===== src/rtl/config_streamer.sv =====
// config_streamer: buffers host reconfiguration frames and replays each
// one as a contiguous configId/configData burst on the broadcast bus.
module config_streamer #(
  parameter int          MAX_PAYLOAD    = 256,
  parameter int          DRAIN_CYCLES   = 4,
  parameter logic [7:0]  IDLE_CONFIG_ID = 8'hFF
) (
  input  logic       clk,
  input  logic       reset,
  input  logic       host_valid,
  output logic       host_ready,
  input  logic [7:0] host_data,
  output logic       tracing,
  output logic       hold_trace,
  output logic [7:0] configId,
  output logic [7:0] configData,
  output logic       busy,
  output logic       err
);

  localparam int CW = $clog2(MAX_PAYLOAD + 1);
  localparam int AW = $clog2(MAX_PAYLOAD);
  localparam int DW = (DRAIN_CYCLES > 2) ? $clog2(DRAIN_CYCLES) : 1;

  typedef enum logic [3:0] {
    S_TRACE,
    S_DRAIN,
    S_HDR_ID,
    S_LEN_H,
    S_LEN_L,
    S_CAPTURE,
    S_EMIT,
    S_GAP,
    S_DISCARD
  } state_t;

  state_t          state;
  logic [7:0]      id_q;
  logic [15:0]     len_q;
  logic [15:0]     len_nxt;
  logic [CW-1:0]   cnt;
  logic [CW-1:0]   k;
  logic [AW-1:0]   k_nxt;
  logic [DW-1:0]   drain_cnt;
  logic            resume;
  logic            xfer;
  logic [7:0]      mem [MAX_PAYLOAD];

  assign xfer    = host_valid & host_ready;
  assign len_nxt = {len_q[15:8], host_data};
  assign k_nxt   = k[AW-1:0] + AW'(1);

  always_ff @(posedge clk) begin
    if (state == S_CAPTURE && xfer)
      mem[cnt[AW-1:0]] <= host_data;
  end

  always_ff @(posedge clk or posedge reset) begin
    if (reset) begin
      state      <= S_TRACE;
      tracing    <= 1'b1;
      hold_trace <= 1'b0;
      configId   <= IDLE_CONFIG_ID;
      configData <= 8'h00;
      busy       <= 1'b0;
      err        <= 1'b0;
      host_ready <= 1'b1;
      id_q       <= 8'h00;
      len_q      <= 16'h0000;
      cnt        <= '0;
      k          <= '0;
      drain_cnt  <= '0;
      resume     <= 1'b0;
    end else begin
      unique case (state)
        S_TRACE: begin
          if (xfer && host_data != IDLE_CONFIG_ID) begin
            id_q       <= host_data;
            hold_trace <= 1'b1;
            busy       <= 1'b1;
            host_ready <= 1'b0;
            drain_cnt  <= DW'(DRAIN_CYCLES - 1);
            state      <= S_DRAIN;
          end
        end
        S_DRAIN: begin
          if (drain_cnt == '0) begin
            tracing    <= 1'b0;
            host_ready <= 1'b1;
            state      <= S_LEN_H;
          end else begin
            drain_cnt <= drain_cnt - DW'(1);
          end
        end
        S_HDR_ID: begin
          if (xfer) begin
            if (host_data == IDLE_CONFIG_ID) begin
              resume     <= 1'b1;
              host_ready <= 1'b0;
              state      <= S_GAP;
            end else begin
              id_q  <= host_data;
              state <= S_LEN_H;
            end
          end
        end
        S_LEN_H: begin
          if (xfer) begin
            len_q[15:8] <= host_data;
            state       <= S_LEN_L;
          end
        end
        S_LEN_L: begin
          if (xfer) begin
            len_q <= len_nxt;
            cnt   <= '0;
            if (len_nxt > 16'(MAX_PAYLOAD)) begin
              err   <= 1'b1;
              state <= S_DISCARD;
            end else if (len_nxt == 16'd0) begin
              host_ready <= 1'b0;
              state      <= S_GAP;
            end else begin
              state <= S_CAPTURE;
            end
          end
        end
        S_CAPTURE: begin
          if (xfer) begin
            cnt <= cnt + CW'(1);
            if (16'(cnt) + 16'd1 == len_q) begin
              // a 1-byte frame has not reached the buffer yet
              host_ready <= 1'b0;
              configId   <= id_q;
              configData <= (cnt == '0) ? host_data : mem[0];
              k          <= '0;
              state      <= S_EMIT;
            end
          end
        end
        S_EMIT: begin
          if (16'(k) + 16'd1 == len_q) begin
            configId   <= IDLE_CONFIG_ID;
            configData <= 8'h00;
            state      <= S_GAP;
          end else begin
            k          <= k + CW'(1);
            configData <= mem[k_nxt];
          end
        end
        S_GAP: begin
          host_ready <= 1'b1;
          if (resume) begin
            resume     <= 1'b0;
            tracing    <= 1'b1;
            hold_trace <= 1'b0;
            busy       <= 1'b0;
            state      <= S_TRACE;
          end else begin
            state <= S_HDR_ID;
          end
        end
        S_DISCARD: begin
          if (xfer) begin
            len_q <= len_q - 16'd1;
            if (len_q == 16'd1)
              state <= S_HDR_ID;
          end
        end
        default: state <= S_TRACE;
      endcase
    end
  end

endmodule


===== config.mk =====
export PLATFORM = sky130hd
export DESIGN_NAME = config_streamer
export DESIGN_NICKNAME = d
export VERILOG_FILES = /design/src/rtl/config_streamer.sv
export SDC_FILE = /design/constraint.sdc
export NUM_CORES = 2
export LEC_CHECK = 0
export ABC_AREA = 1
export BUFFER_PORTS_ARGS = -buffer_cell sky130_fd_sc_hd__clkbuf_2
export CAP_MARGIN = 20
export CORE_MARGIN = 1.5
export CORE_UTILIZATION = 57
export CTS_CLUSTER_DIAMETER = 60
export DETAILED_ROUTE_END_ITERATION = 12
export MAX_ROUTING_LAYER = met4
export PLACE_DENSITY = 0.76
export SKIP_CTS_REPAIR_TIMING = 1
export SKIP_LAST_GASP = 1
export SLEW_MARGIN = 15
export SYNTH_ARGS = -nofsm -noshare
export SYNTH_HDL_FRONTEND = slang
export SYNTH_SLANG_ARGS = --single-unit

===== constraint.sdc =====
create_clock -name clk -period 2.6 [get_ports clk]
set_input_delay 0.39 -clock clk [delete_from_list [all_inputs] [get_ports clk]]
set_output_delay 0.39 -clock clk [all_outputs]
set_load 0.005 [all_outputs]

After elaboration in Yosys (flattened, before gate mapping)

Memories as Yosys holds them, arrays and structs flattened.
Index checks and enable logic that the tools add are counted.

Equal/unequal tests: 30
Reduce and logical (&&, ||, !) cells: 30
Order comparisons: 1
$add $sub $neg: 7
Mux-type cells: 64
Bitwise logic cells: 2

Operator list:

| kind                                                           | count |
|---|---|
| 2-to-1 mux 8 bit                                               | 12 |
| case mux 8 bit (2 select lines)                                | 4 |
| 2-to-1 mux 9 bit                                               | 5 |
| 2-to-1 mux 4 bit                                               | 11 |
| case mux 4 bit (9 select lines)                                | 1 |
| case mux 9 bit (2 select lines)                                | 2 |
| == test 10 x 16 -> 1 bit                                       | 2 |
| != test 2 bit, second input constant                           | 16 |
| case mux 8 bit (3 select lines)                                | 1 |
| AND reduction 3 bit                                            | 8 |
| adder 9 x 1 -> 10 bit, second input constant                   | 2 |
| AND reduction 10 bit                                           | 2 |
| adder 9 x 1 -> 9 bit, second input constant                    | 2 |
| nonzero test 2 bit                                             | 9 |
| 2-to-1 mux 1 bit                                               | 17 |
| == test 16 x 1 -> 1 bit, second input constant                 | 1 |
| == test 4 x 3 -> 1 bit, second input constant                  | 4 |
| greater-than comparator 16 x 9 -> 1 bit, second input constant | 1 |
| zero test 16 bit                                               | 1 |
| 2-to-1 mux 16 bit                                              | 1 |
| AND reduction 4 bit                                            | 4 |
| subtractor 16 x 1 -> 16 bit, second input constant             | 1 |
| zero test 9 bit                                                | 1 |
| adder 8 x 1 -> 8 bit, second input constant                    | 1 |
| other kinds (18)                                               | 25 |

RAM bits: 2048
Register bits: 69
Output and inout bits: 21
Memories kept: 1
Logic and storage cells: 149

Memory list:

| memory | depth | width | read ports | clocked after memory_dff | write ports | RTL line | text |
|---|---|---|---|---|---|---|---|
| mem    | 256   | 8     | 2          | 0                        | 1           | 47       | `logic [7:0] mem [MAX_PAYLOAD];` |

Logic depth before layout (Yosys ltp)

Depth after elaboration: 5
Gate-level depth with buffers: 15
Depth with buffers taken out: 14

Worst setup path before layout

OpenSTA, ideal clock, no wires.

Kind: register to register
From: register state[3]
To: memory mem[0][0] (enable)
Data required time: 2230 ps
Cell stages (with the launch flop): 14
Arrival: 2074 ps
Slack: 156 ps
Library setup time: 370 ps
Path through: dfrtp_1 nor2_1 inv_2 nor2_2 inv_2 nor2_4 inv_2 nor2_4 inv_2 buf_6 nor2_8 nand2_2 buf_2 nor2_1

Cells in the longest elaborated chain, start to end: 4

Ends and longest elaborated chain:

| element                                | RTL line | text |
|---|---|---|
| from (decl)                            | 37       | `state_t state;` |
| from (signal assigned)                 | 60       | `state <= S_TRACE;` |
| from (signal assigned)                 | 83       | `state <= S_DRAIN;` |
| from (signal assigned)                 | 90       | `state <= S_LEN_H;` |
| == test 4 x 3 -> 1 bit                 | 54       | `if (state == S_CAPTURE && xfer)` |
| logical AND 1 bit                      | 54       |  |
| 2-to-1 mux 1 bit                       | 54       |  |
| 2-to-1 mux 1 bit (implied by the code) | 55       | `mem[cnt[AW-1:0]] <= host_data;` |
| to (decl)                              | 47       |  |

No other way between the ends.

Worst setup path in the final report

From: register k[0]
To: register k[0]

Cells in the longest elaborated chain, start to end: 4
Elaborated cells between the ends (all ways): 7

Ends and longest elaborated chain:

| element                       | RTL line | text |
|---|---|---|
| from (decl)                   | 42       | `logic [CW-1:0] k;` |
| from (signal assigned)        | 147      | `k <= k + CW'(1);` |
| adder 9 x 1 -> 10 bit         | 142      | `if (16'(k) + 16'd1 == len_q) begin` |
| == test 10 x 16 -> 1 bit      | 142      |  |
| != test 2 bit (no line)       | --       |  |
| AND reduction 4 bit (no line) | --       |  |

Several ways; a longest one is shown, not always the timed one. The select of a mux whose other input is x is not followed.
A chain may end at the register's enable or synchronous reset.

==> impl_metrics.tcl <==
set metrics [dict create \
    fin_setup_tns_ps -3470 \
    synth_top_family_by_area "simple AND/OR/NAND/NOR gates" \
    p_sw_uw 13400 \
    crit_chain "ha_4 -> clkinv_8 -> buf_16 -> nand2_2 -> nand3_2 -> nor3_2 -> o211ai_1 -> nor2_1 -> nand3_2 -> nor2_4 -> nor2_4 -> buf_12 -> nor2_8 -> clkbuf_16 -> nand2_4 -> o21ai_2" \
    crit_type "reg2reg" \
    synth_fa_ha_area_frac 0.00115 \
    end_kind "flip-flop" \
    drcViolationCount 0 \
    wirelength_um 247000 \
    status "complete, but fails checks" \
    comb_power_share 0.011 \
    vias 62600 \
    worst_slack_ps -202 \
    seq_power_share 0.557 \
    h-tree-depth 4 \
    cts_root_buf "clkbuf_16" \
    worst-endpoint-arrival_ps 3570 \
    synth_seq_area_share 0.726 \
    leakagePower_uw 0.0370 \
    ant_nets 0 \
    groute.usage.overall 0.318 \
    syn_avg_cell_area_um2 11.6 \
    fin_nets 7972 \
    tightest_slew_ps 1100 \
    holdWs_ps 29.0 \
    min_period_ps 2800 \
    route.top_layer_used "met4" \
    internal_power_uw 53700 \
    power_density_mw_per_mm2 657 \
    drt-met1-wl_um 88000 \
    dieArea_mm2 0.155 \
    start_util 0.573 \
    cp_top_family "simple AND/OR/NAND/NOR gates" \
    synth_area_leaders "edfxtp_1 71%, nand3_1 12%, nand2_1 9.5%" \
    clockPowerShare 0.432 \
    synth_edf_count 2048 \
    final_cells 10200 \
    ios 32 \
    hp-class "in2async" \
    fin_crit_sh 1.08 \
    synth-compound-area-share 0.00809 \
    synthesis.nets 7540 \
    port_buffers 31 \
    synth_ff_type "edfxtp_1" \
    synth_area_mm2 0.0871 \
    rows 143 \
    clock_sinks 2117 \
    grt_pass1_wl_um 361000 \
    drt-vias-per-instance 6.15 \
    vdd_drop_max_uv 781 \
    setup_violations 29 \
    synth.most_common_cell "nand2_1" \
    area_growth_pct 17.2 \
    clk_transition_reported_paths_ps 60 \
    drt_iter0_markers 9740 \
    fmax_mhz 357 \
    utilization 0.672 \
    power.total_uw 67100 \
    cts_max_path_buffers 3 \
    wire_per_inst_um 24.3 \
    async_flop_share 0.0326 \
    cts_buffers 203 \
    yosys-top-cells-count "2198 x nand2_1, 2068 x nand3_1, 2048 x edfxtp_1" \
    clk_latency_ps 860 \
    swShare 0.200 \
    drive_gt1_frac 0.144 \
    violations "negative setup slack" \
    grt_overflow 0 \
    maxSlewHeadroom 0.266 \
    first_pass_iters 12 \
    yosys.area_share.xor_xnor 0.00111 \
    globalplace.congestion 0.939 \
    grt_pass1_vias 59300 \
    yosysWarningCount 0 \
    required_ps 3370 \
    die_w_um 394 \
    rsz0062_at_grt "yes" \
    path_buf_inv 4 \
    yosys.cell_types.count 45 \
    placed_cells 9716 \
    synth-simple-area-share 0.234 \
    synth_top_area_frac 0.706 \
    finalHoldViolations 0 \
    die_h_um 394 \
    cp_max_fo 5 \
    yosys.area.top_type "edfxtp_1" \
    slowest_stage "dfrtp_4" \
    grt_max_degree 173 \
    route.met2.wl_um 117000 \
    dr_wl_met3_um 30100 \
    fin_skew_ps 35.0 \
    place_hpwl_um 145000 \
    startpoint_type "flip-flop" \
    slew_violations 0 \
    slowest_delay_ps 500 \
    syn_inst 7521 \
    core_mm2 0.152 \
    antenna_found_initial 11 \
    synthMuxAreaShare 0.000115 \
    drv_cap 0 \
    synth_seq_cells 2117 \
    cts_tree "yes" \
]
[kinds of logic after synthesis]
| family | Yosys count |
|---|---|
| AND/OR/NAND/NOR | 4676 |
| adder cells (fa/ha/maj) | 8 |
| flip-flops | 2117 |
| AO/OA/AOI/OAI | 118 |
| buffers and inverters | 590 |
| multiplexers | 1 |
| XOR/XNOR | 11 |
[worst register-to-register path: stages, from the launching register on]
cell and delay [ps]:
dfrtp_4 500, ha_4 360, clkinv_8 90, buf_16 150, nand2_2 60, nand3_2 60, nor3_2 180, o211ai_1 110
nor2_1 220, nand3_2 180, nor2_4 160, nor2_4 60, buf_12 140, nor2_8 180, clkbuf_16 180, nand2_4 40
o21ai_2 60
[registers in the layout, indices dropped and copies added, names as in the netlist]
register	cells
host_ready	1
len_q	16
cnt	9
resume	1
configId	8
drain_cnt	2
mem	2048
tracing	1
k	9
state	4
configData	8
err	1
id_q	8
busy	1
[power groups by stage]
stage                     Clock (µW)  Combinational, µW  Sequential, µW
after global placement             0                717           38100
after floorplan                    0               29.4           38100
final                          29000                750           37400
after CTS                      29000                734           37400
after global routing           30300                782           37400
after detailed placement           0                736           38100
[metal layers]
metal | up-vias | track usage
met5 | - | -
li1 | 27500 | -
met2 | 4297 | 0.491
met4 | 0 | 0.147
met3 | 716 | 0.0618
met1 | 30000 | 0.410
[path summary, 6_finish.rpt]
kind                             startpoint           to  slack [ps]  cells past startpoint
worst max-delay path                   k[0]         k[0]        -200                     16
worst min-delay path                  reset       resume          30                      3
worst max register to register         k[0]         k[0]        -200                     16
worst min register to register  configId[7]  configId[7]         480                      2
max in group asynchronous             reset  configId[6]        1930                      4
min in group clk                 host_valid     len_q[8]         110                      4
[area by class of cell]
cell class | instances | area [µm²]
antenna | 15 | 37.5
multi-input combinational | 4814 | 21900
inverter | 99 | 419
clock buffer | 267 | 5530
clock inverter | 109 | 955
timing repair buffer | 718 | 7460
sequential | 2117 | 63200
tap | 2030 | 2540
fill | 10200 | 49800
[per-stage QoR]
step / cell area, µm² / setup WS, ps
after floorplan: 87100 / 156
final: 102000 / -202
after detailed placement: 93800 / -294
after CTS: 100000 / -331
after global placement: 93800 / -328
after global routing: 102000 / -281
[layout by cell type (no fill, tap or decap), types with 9 or more instances in the layout]
cell / instances
nand3_2: 67
clkbuf_2: 23
buf_16: 15
dlygate4sd3_1: 9
nor2_1: 355
o21ai_2: 11
buf_4: 515
nand3_4: 13
nand3_1: 1992
inv_1: 85
nand2_1: 2182
clkinv_2: 35
dfrtp_1: 58
a21oi_1: 24
bufinv_16: 12
clkbuf_16: 226
buf_12: 108
nand2_2: 21
buf_6: 22
a31oi_1: 11
dfstp_2: 10
clkbuf_1: 49
clkinv_1: 41
o21ai_0: 36
clkbuf_8: 10
diode_2: 15
edfxtp_1: 2048
No activity file was read; power rests on OpenSTA's default activity.
